==> config.mk <==
export PLATFORM = sky130hd
export DESIGN_NAME = two_of_five_rx
export DESIGN_NICKNAME = d
export VERILOG_FILES = /design/src/rtl/two_of_five_rx.sv
export SDC_FILE = /design/constraint.sdc
export NUM_CORES = 1
export LEC_CHECK = 0
export BUFFER_PORTS_ARGS = -buffer_cell sky130_fd_sc_hd__buf_2
export CAP_MARGIN = 20
export CELL_PAD_IN_SITES_DETAIL_PLACEMENT = 0
export CELL_PAD_IN_SITES_GLOBAL_PLACEMENT = 2
export CORE_ASPECT_RATIO = 1.2
export CORE_MARGIN = 1
export CORE_UTILIZATION = 34
export DETAILED_ROUTE_END_ITERATION = 10
export HOLD_SLACK_MARGIN = 0.1
export PLACE_DENSITY_LB_ADDON = 0.2
export SYNTH_ARGS = -nofsm -noshare
export SYNTH_HDL_FRONTEND = slang
export SYNTH_SLANG_ARGS = --single-unit
==> constraint.sdc <==
create_clock -name clk -period 3.3 [get_ports clk]
set_clock_uncertainty 0.2 [all_clocks]
set_input_delay 0.165 -clock clk [delete_from_list [all_inputs] [get_ports clk]]
set_output_delay 0.165 -clock clk [all_outputs]
set_load 0.005 [all_outputs]
==> src/rtl/two_of_five_rx.sv <==
// Serial 2-out-of-5 receiver: MSB-first codewords -> BCD digits -> packed frame word.
// Optional invalid-codeword counter (err_cnt) enabled by TWO_OF_FIVE_RX_ERRCNT_EN.
module two_of_five_rx #(
  parameter int DIGITS = 4
) (
  input  logic                  clk,
  input  logic                  rst_n,
  input  logic                  ser_in,
  input  logic                  ser_vld,
  input  logic                  clr,
  output logic [3:0]            out_digit,
  output logic                  digit_vld,
  output logic                  code_err,
  output logic [4*DIGITS-1:0]   out_word,
  output logic                  word_vld,
  output logic                  frame_err,
  output logic                  busy
`ifdef TWO_OF_FIVE_RX_ERRCNT_EN
  ,
  output logic [7:0]            err_cnt
`endif
);

  localparam int AW = 4 * DIGITS;
  localparam int DW = (DIGITS > 1) ? $clog2(DIGITS) : 1;

  typedef enum logic {IDLE, RX} state_t;
  state_t state_q, state_d;

  logic [3:0]    sh_q;
  logic [2:0]    bit_cnt_q;
  logic [DW-1:0] dig_cnt_q;
  logic [AW-1:0] acc_q;
  logic          bad_q;

  logic          accept, digit_done, frame_done, valid;
  logic [4:0]    code;
  logic [3:0]    dec;
  logic [AW-1:0] acc_next;

  always_comb begin
    accept     = ser_vld && !clr;
    code       = {sh_q, ser_in};
    valid      = ($countones(code) == 2);
    digit_done = accept && (bit_cnt_q == 3'd4);
    frame_done = digit_done && (dig_cnt_q == DW'(DIGITS - 1));
    // Every weight-2 pattern is a legal digit, so the default also marks invalid codes.
    case (code)
      5'b11000: dec = 4'd0;
      5'b00011: dec = 4'd1;
      5'b00101: dec = 4'd2;
      5'b00110: dec = 4'd3;
      5'b01001: dec = 4'd4;
      5'b01010: dec = 4'd5;
      5'b01100: dec = 4'd6;
      5'b10001: dec = 4'd7;
      5'b10010: dec = 4'd8;
      5'b10100: dec = 4'd9;
      default:  dec = 4'hF;
    endcase
    acc_next = (acc_q << 4) | AW'(dec);
  end

  // busy is the state register itself: RX from first accepted bit to frame completion.
  always_comb begin
    state_d = state_q;
    if (clr)
      state_d = IDLE;
    else if (accept)
      state_d = frame_done ? IDLE : RX;
  end

  assign busy = (state_q == RX);

  always_ff @(posedge clk) begin
    if (!rst_n) begin
      state_q   <= IDLE;
      sh_q      <= '0;
      bit_cnt_q <= '0;
      dig_cnt_q <= '0;
      acc_q     <= '0;
      bad_q     <= 1'b0;
      out_digit <= '0;
      digit_vld <= 1'b0;
      code_err  <= 1'b0;
      out_word  <= '0;
      word_vld  <= 1'b0;
      frame_err <= 1'b0;
    end else begin
      state_q   <= state_d;
      digit_vld <= 1'b0;
      code_err  <= 1'b0;
      word_vld  <= 1'b0;
      frame_err <= 1'b0;
      if (clr) begin
        sh_q      <= '0;
        bit_cnt_q <= '0;
        dig_cnt_q <= '0;
        acc_q     <= '0;
        bad_q     <= 1'b0;
      end else if (accept) begin
        if (digit_done) begin
          bit_cnt_q <= '0;
          out_digit <= dec;
          digit_vld <= 1'b1;
          code_err  <= !valid;
          if (frame_done) begin
            // A frame with any bad digit leaves the previous good word visible.
            if (bad_q || !valid) begin
              frame_err <= 1'b1;
            end else begin
              out_word <= acc_next;
              word_vld <= 1'b1;
            end
            dig_cnt_q <= '0;
            acc_q     <= '0;
            bad_q     <= 1'b0;
          end else begin
            dig_cnt_q <= dig_cnt_q + DW'(1);
            acc_q     <= acc_next;
            bad_q     <= bad_q || !valid;
          end
        end else begin
          bit_cnt_q <= bit_cnt_q + 3'd1;
          sh_q      <= {sh_q[2:0], ser_in};
        end
      end
    end
  end

`ifdef TWO_OF_FIVE_RX_ERRCNT_EN
  // Saturating; deliberately immune to clr so it survives frame aborts.
  always_ff @(posedge clk) begin
    if (!rst_n)
      err_cnt <= '0;
    else if (digit_done && !valid && (err_cnt != 8'hFF))
      err_cnt <= err_cnt + 8'd1;
  end
`endif

endmodule
# Word-level counts from Yosys, hierarchy flattened
# Memory sizes are Yosys's and may differ from the RTL's.
# Cells that the tools add are included.
# Widths: inputs -> output; s select.
totals:
  mem_count: 1
  register_bits: 47
  romBits: 128
  input_bits: 5
  out_inout_bits: 25
op_classes:
  reduce_logical: 14
  bitwise_logic: 7
  muxes: 8
  n_addsub: 6
  eq_ne: 3
memory_table:
  columns: ["name", "depth", "width", "rd", "rd_clocked_by_memory_dff", "write_ports", "line", "rtl"]
  rows:
  - ["(name not given)", 32, 4, 1, 0, 0, "48", "case (code)"]
op_table:
  columns: ["operator", "n"]
  rows:
  - ["$or 16x4->16", 1]
  - ["$mux 12", 1]
  - ["$not 1->1", 6]
  - ["$mux 1", 5]
  - ["$reduce_and 5->1", 1]
  - ["$reduce_or 5->1", 1]
  - ["$add 1x1->2", 2]
  - ["$add 3x1->4", 1]
  - ["$eq 4x2->1 const B", 1]
  - ["$reduce_and 2->1", 2]
  - ["$reduce_or 4->1", 1]
  - ["$add 2x2->3", 1]
  - ["$add 3x1->3 const B", 1]
  - ["$eq 3x3->1 const B", 1]
  - ["$logic_and 1x1->1", 3]
  - ["$mux 3", 1]
  - ["$reduce_and 3->1", 1]
  - ["$reduce_or 3->1", 1]
  - ["$add 2x1->2 const B", 1]
  - ["$eq 2x2->1 const B", 1]
  - ["$logic_not 1->1", 2]
  - ["$mux 2", 1]
  - ["$reduce_or 2->1", 1]
  - ["$logic_or 1x1->1", 1]

# Depth between registers and ports, before layout
# Gate-level depths: netlist of run 1.
depth:
  depth_word: 8
  ltp_mapped: 12
  depth_no_buf: 9

# Least setup slack after synthesis of run 1
# No wires, ideal clock.
synth_path:
  kind: "register to register"
  from: "register sh_q[2]"
  to: "register out_word[1]"
  slack_ns: 0.505
  arrival_ns: 2.526
  setup_ns: 0.070
  required_time_ns: 3.030
  path_buffers: 3
  period_less_slack_ns: 2.795
  path_stages_with_launch: 13
  cell_sequence: "dfxtp_1 buf_2 inv_1 fa_1 inv_1 fa_1 ha_1 nor4b_4 and3_1 buf_4 buf_6 o21ai_1 a21oi_1"
synth_via:
  elab_chain_cells: 8
  elab_cells_between_ends: 10
synth_lines:
  columns: ["element", "line", "rtl"]
  rows:
  - ["start: declaration", "30", "logic [3:0] sh_q;"]
  - ["start signal: assignment", "125", "sh_q <= {sh_q[2:0], ser_in};"]
  - ["$add 1x1->2 (implied by the code)", "44", "valid = ($countones(code) == 2);"]
  - ["$add 2x2->3 (implied by the code)", "44", null]
  - ["$add 3x1->4 (implied by the code)", "44", null]
  - ["$eq 4x2->1", "44", null]
  - ["$logic_not 1->1", "109", "if (bad_q || !valid) begin"]
  - ["$logic_or 1x1->1", "109", null]
  - ["$not 1->1 (no line)", null, null]
  - ["$reduce_and 5->1 (no line)", null, null]
  - ["end signal: assignment", "112", "out_word <= acc_next;"]
  - ["end: declaration", "14", "output logic [4*DIGITS-1:0] out_word,"]
# Parallel ways exist; a longest one is shown, timed or not.
# A chain may end at the register's enable or synchronous reset.

# Worst setup path in the final report of run 1
layout_path:
  from: "input ser_in"
  to: "register out_word[4]"
layout_via:
  elab_chain_cells: 8
layout_lines:
  columns: ["element", "line", "rtl"]
  rows:
  - ["start: declaration", "8", "input logic ser_in,"]
  - ["$add 1x1->2 (implied by the code)", "44", null]
  - ["$add 2x2->3 (implied by the code)", "44", null]
  - ["$add 3x1->4 (implied by the code)", "44", null]
  - ["$eq 4x2->1", "44", null]
  - ["$logic_not 1->1", "109", null]
  - ["$logic_or 1x1->1", "109", null]
  - ["$not 1->1 (no line)", null, null]
  - ["$reduce_and 5->1 (no line)", null, null]
# Every way passes these cells.

==> flow_summary.yaml, run 1 <==
status:
  status: "finished, violations left"
  violations: "design-rule violations"
finish:
  antenna_cells: 0
  layout-drive-gt1-share_pct: 19.7
  fill_cells: 573
  nets: 258
  design_area_um2: 2270
  multi_input_area_um2: 923
  register_area_um2: 941
  syn2layout_area_growth_pct: 15.6
global_route:
  overflow: 0
  grt_max_degree: 24
  grt_pass1_vias: 1504
  antenna_found_initial: 0
  grt_usage_pct: 14.4
  grt_pass1_wl_um: 6890
synth:
  ys_types: 39
  synth_edf_count: 0
  yosysTopAreaCell: "dfxtp_1"
  synth_area_per_cell_um2: 9.32
  synth_area_um2: 1970
  synth_top_area_share_pct: 47.9
  syn_nets: 226
  ys_ff_latch: 47
  synthTopCellsByArea: "dfxtp_1 (48%), nand2_1 (7.8%), ha_1 (5.1%)"
  async_reset_ff_share_pct: 0
  synthFlopType: "dfxtp_1"
  netlist_instances: 211
  ys_warn_count: 0
  yosysSeqAreaShare_pct: 47.9
worst_hold_path:
  hp-class: "primary input to flip-flop"
routing:
  drc: 2
  first_pass_iters: 6
  wl_um: 3970
  ant_nets: 0
  first_iter_violations: 71
  wl_per_cell_um: 13.0
  avgViaCountPerCell: 4.85
  vias: 1485
timing:
  finalHoldViolCount: 0
  rsz0062_at_grt: "false"
  slew_viol_final: 0
  tns_ns: 0
  fmax_mhz: 326
  tightest_slew_ns: 0.490
  setup_violations: 0
  max-slew-margin-rel_pct: 67.3
  min_period_over_period_pct: 92.9
  period_minus_slack_ns: 3.07
setup_path:
  worst-path-max-fanout: 12
  cp-end-kind: "flip-flop"
  critPathKind: "primary input to flip-flop"
  crit_required_ns: 3.34
  arrival_ns: 3.10
  reg2reg_from: "sh_q[0]"
  cp-start-kind: "primary input"
  rrSetupSlack_ns: 0.37
  cp-startpoint: "ser_in"
  r2r.worst_path.cells: 10
  crit_path_end: "out_word[4]"
  worstReg2RegEnd: "out_word[4]"
clocking:
  cts_tree: "built"
  insertion_delay_ns: 0.29
  cts_buffer_depth: 2
  numCtsBuffers: 5
  clkTransAtPathRegs_ns: 0.09
  clock_sinks: 47
  root_buffer: "clkbuf_8"
  ctsHtreeMaxLevel: 2
  postCtsSetupBuffers: 0
floorplanning:
  core_area_um2: 5440
  ios: 30
  die_h_um: 85.3
  row_count: 29
  initial_core_util_pct: 36.1
  die_x_um: 71.4
  die-area_um2: 6090
power:
  vdd_drop_max_mv: 0.165
  p_leak_nw: 0.927
  power_density_nw_per_um2: 416
place:
  dpl_cell_area_um2: 2150
  finalWeightedCongestion: 0.713
  post-dp-hpwl_um: 2860
  portBuffers: 29
job:
  maxCapViolCount: 0
## per-stage QoR
step	std cells	util, %	hold slack (ns)	power [W]	setup WS (ns)
3_5_place_dp	294	39.4	0.242	0.000618	0.327
6_report	306	41.7	0.112	0.000946	0.233
5_1_grt	306	41.7	0.122	0.000991	0.0256
4_1_cts	306	41.7	0.109	0.000963	0.191
2_1_floorplan	211	-	0.0951	0.000607	0.505
3_3_place_gp	294	39.4	0.240	0.000618	0.365
## synthesized netlist by cell type, drive strengths merged (2+ instances only)
master and count:
nor2 8, a21oi 12, nand3 10, clkbuf 3
mux2i 6, o21ai 12, inv 10, nand2b 3
a21boi 12, a211oi 2, dfxtp 47, a22o 8
or3 2, buf 8, fa 2, o21a 2
ha 8, nand2 42
## registers in the layout, indices dropped and copies added, names as in the netlist
name       count
out_digit      4
out_word      16
sh_q           4
digit_vld      1
busy           1
bad_q          1
bit_cnt_q      3
dig_cnt_q      2
code_err       1
frame_err      1
word_vld       1
acc_q         12
## placed cells by master (no fill, tap or decap), types with 2 or more instances in the layout
cell type	count
o21ai_0	4
a211oi_1	2
a22o_1	8
clkbuf_8	5
dfxtp_1	47
o21a_1	2
nor2_1	7
a21boi_1	12
buf_4	3
nand3_2	2
nand2_1	41
nand3_1	8
inv_1	9
o21ai_1	8
or3_1	2
fa_1	2
ha_1	8
dlygate4sd3_1	4
nand2b_1	3
mux2i_1	6
a21oi_1	12
buf_2	29
## final cells by class
| class | instances | area share, % |
|---|---|---|
| sequential | 47 | 41.4 |
| timing repair buffer | 36 | 9.14 |
| clock inverter | 2 | 0.551 |
| multi-input combinational | 143 | 40.6 |
| tap | 62 | 3.41 |
| inverter | 10 | 1.65 |
| clock buffer | 6 | 3.19 |
## report_power, final
group          total (W)  internal (W)  switching [W]  leakage (nW)
Combinational  0.0000382     0.0000159      0.0000223         0.507
Sequential      0.000569      0.000568    0.000000963         0.379
Clock           0.000339      0.000148       0.000191        0.0412
Total           0.000946      0.000732       0.000214         0.927
## routing by layer
metal / part of all wire, % / vias up / routed length, um / global-route usage, %
li1: - / 784 / - / -
met1: 47 / 681 / 1860 / 16.7
met2: 50 / 15 / 1980 / 26.0
met3: 2.2 / 5 / 86 / 3.56
met4: 1.1 / 0 / 44 / 4.36
met5: 0 / - / 0 / 0
## how the worst min path moves through the flow
stage	start	to	depth (start not counted)
finish	rst_n	out_digit[1]	3
global route	rst_n	out_word[8]	2
CTS	rst_n	out_word[14]	2
detailed placement	out_word[6]	out_word[6]	2
global placement	out_word[9]	out_word[9]	2
floorplan	rst_n	word_vld	2
## critical path: stages
cell and delay [ns]:
dlygate4sd3_1 0.51, buf_2 0.14, inv_1 0.09, fa_1 0.53, inv_1 0.05, fa_1 0.35
ha_1 0.33, nor4b_4 0.26, and3_2 0.28, buf_4 0.20, nand2_1 0.08, a21boi_1 0.11
## repair_timing
| action | CTS | global route |
|---|---|---|
| resized for setup | 0 | 1 |
| hold buffers | 4 | 0 |
| endpoints found under the setup margin | 0 | 8 |
| endpoints found under the hold margin | 7 | 0 |
## cell families (layout without fill, tap and decap cells)
family          after synthesis  after routing  synth area share, %
fa+ha+maj                    10             10                 7.13
compound gates               53             53                 17.7
simple gates                 72             72                 18.0
mux                           7              7                 3.63
flops                        47             47                 47.9
xor+xnor                      1              1                0.446
buf+inv                      21             54                 5.22
(Power assumes the default switching activity.)
==> run 2: changes to the inputs <==
Settings changed: CELL_PAD_IN_SITES_DETAIL_PLACEMENT 0 to 1, CELL_PAD_IN_SITES_GLOBAL_PLACEMENT 2 to 1, CORE_UTILIZATION 34 to 42, PLACE_DENSITY set to 0.86, PLACE_DENSITY_LB_ADDON 0.2 to unset.
==> run 2 against run 1 <==
Against the previous run:
- the flow now finishes without violations
- global-route usage up 5.3 points
- critical path depth stayed put
- die area fell by 19%
- worst hold slack improved by 0.0056 ns
- highest routed layer unchanged
==> flow_summary.yaml, run 2 (synthesized netlist as in run 1, its figures left out) <==
clocking:
  clkTransAtPathRegs_ns: 0.10
  cts_buffer_depth: 2
  ctsResizeCount: 0
  ctsHtreeMaxLevel: 2
  hold_buffers: 4
  root_buffer: "clkbuf_8"
  numCtsBuffers: 5
  clock_sinks: 47
  cts_tree: "built"
  postCtsSetupBuffers: 0
  insertion_delay_ns: 0.30
finish:
  instances_no_fill: 300
  final_cell_mix: "dfxtp_1 (47), nand2_1 (41), buf_2 (29), a21oi_1 (12), a21boi_1 (12)"
  largest_register_ffs: 16
  syn2layout_area_growth_pct: 16.7
  top_regs: "out_word: 16 flops, acc_q: 12 flops"
  largest_register: "out_word"
  layout_commonest_cell: "dfxtp_1"
  antenna_cells: 0
  layout-drive-gt1-share_pct: 19.7
  nets: 258
timing:
  max-slew-margin-rel_pct: 67.7
  tightest_slew_ns: 0.484
  slew_viol_final: 0
  fmax_mhz: 313
  period_minus_slack_ns: 3.19
  finalHoldViolCount: 0
  tns_ns: 0
  setup_violations: 0
  min_period_over_period_pct: 96.7
  rsz0062_at_grt: "false"
global_route:
  grt_pass1_wl_um: 7510
  overflow: 0
  antenna_found_initial: 0
  grt_usage_pct: 19.8
  grt_pass1_vias: 1585
  grt_max_degree: 24
place:
  post-dp-hpwl_um: 3140
  finalWeightedCongestion: 0.818
  post-place-cells: 288
  portBuffers: 29
floorplanning:
  row_count: 26
  core_area_um2: 4360
  die_h_um: 76.9
  die-area_um2: 4960
  initial_core_util_pct: 45.1
  ios: 30
  die_x_um: 64.5
setup_path:
  reg2reg_from: "sh_q[0]"
  r2r.worst_path.cells: 10
  crit_family: "adder cells"
  path_depth: 12
  crit_required_ns: 3.33
  crit_path_cell_trace: "dlygate4sd3_1, buf_2, inv_1, fa_1, inv_1, fa_1, ha_1, nor4b_4, and3_1, buf_4, nand2_1, o21ai_1"
  rrSetupSlack_ns: 0.23
  cp-end-kind: "flip-flop"
  critPathKind: "primary input to flip-flop"
  cpPeakStageDelay_ns: 0.55
  worstReg2RegEnd: "out_word[0]"
  worst-path-max-fanout: 17
  critPathSlowestCell: "fa_1"
  arrival_ns: 3.22
  critPathBufInv: 5
  cp-start-kind: "primary input"
  cp-startpoint: "ser_in"
routing:
  wl_per_cell_um: 14.8
  wl_um: 4450
  first_iter_violations: 85
  vias: 1571
  ant_nets: 0
  first_pass_iters: 4
  drc: 0
  avgViaCountPerCell: 5.24
worst_hold_path:
  hold_path_depth: 2
  hp-class: "primary input to flip-flop"
  min_to: "out_word[10]"
  worstHoldStart: "rst_n"
power:
  power_density_nw_per_um2: 454
  vdd_drop_max_mv: 0.239
  p_leak_nw: 0.941
status:
  status: "finished, final reports clean"
job:
  maxCapViolCount: 0
run 2: worst register-to-register path, cell delays in order (launching register included):
cell and delay [ns]:
dfxtp_1 0.41, inv_1 0.12, fa_1 0.52, inv_1 0.05, fa_1 0.37, ha_1 0.33, nor4b_4 0.27, and3_1 0.21
buf_4 0.22, nand2_1 0.13, o21ai_1 0.18
run 2: power by group:
part           internal [W]  total (W)  switching [W]
combinational     0.0000161  0.0000399      0.0000238
clock              0.000228   0.000431       0.000203
sequential         0.000568   0.000569     0.00000107
run 2: layer usage:
metal	share of wire, %	up-vias	track usage (%)
met5	0	-	0
met1	45	756	23.6
li1	-	779	-
met3	3.5	6	4.76
met2	51	30	34.0
met4	1.3	0	6.67
run 2: cell type report:
type	instances	area (um^2)
fillers	528	2070
flip-flops and latches	47	941
multi-input cells	143	922
repair buffers	36	208
well taps	56	70.1
clock buffers	5	68.8
clock inverters	3	46.3
inverters	10	37.5
run 2: worst max path at each step:
stage / to
after floorplan: out_word[1]
after global routing: out_word[0]
after detailed placement: out_word[0]
after global placement: out_word[0]
after CTS: out_word[0]
final: out_word[0]
run 2: per-stage QoR:
step / setup slack, ns / util, % / total power (W) / area (um^2) / hold WS (ns)
floorplan: 0.505 / - / 0.000607 / 1970 / 0.0951
global placement: 0.455 / 49.1 / 0.000617 / 2140 / 0.242
detailed placement: 0.281 / 49.1 / 0.000618 / 2140 / 0.244
CTS: 0.114 / 52.6 / 0.00105 / 2290 / 0.106
global route: 0.0210 / 52.6 / 0.00109 / 2290 / 0.116
finish: 0.109 / 52.6 / 0.00104 / 2290 / 0.118
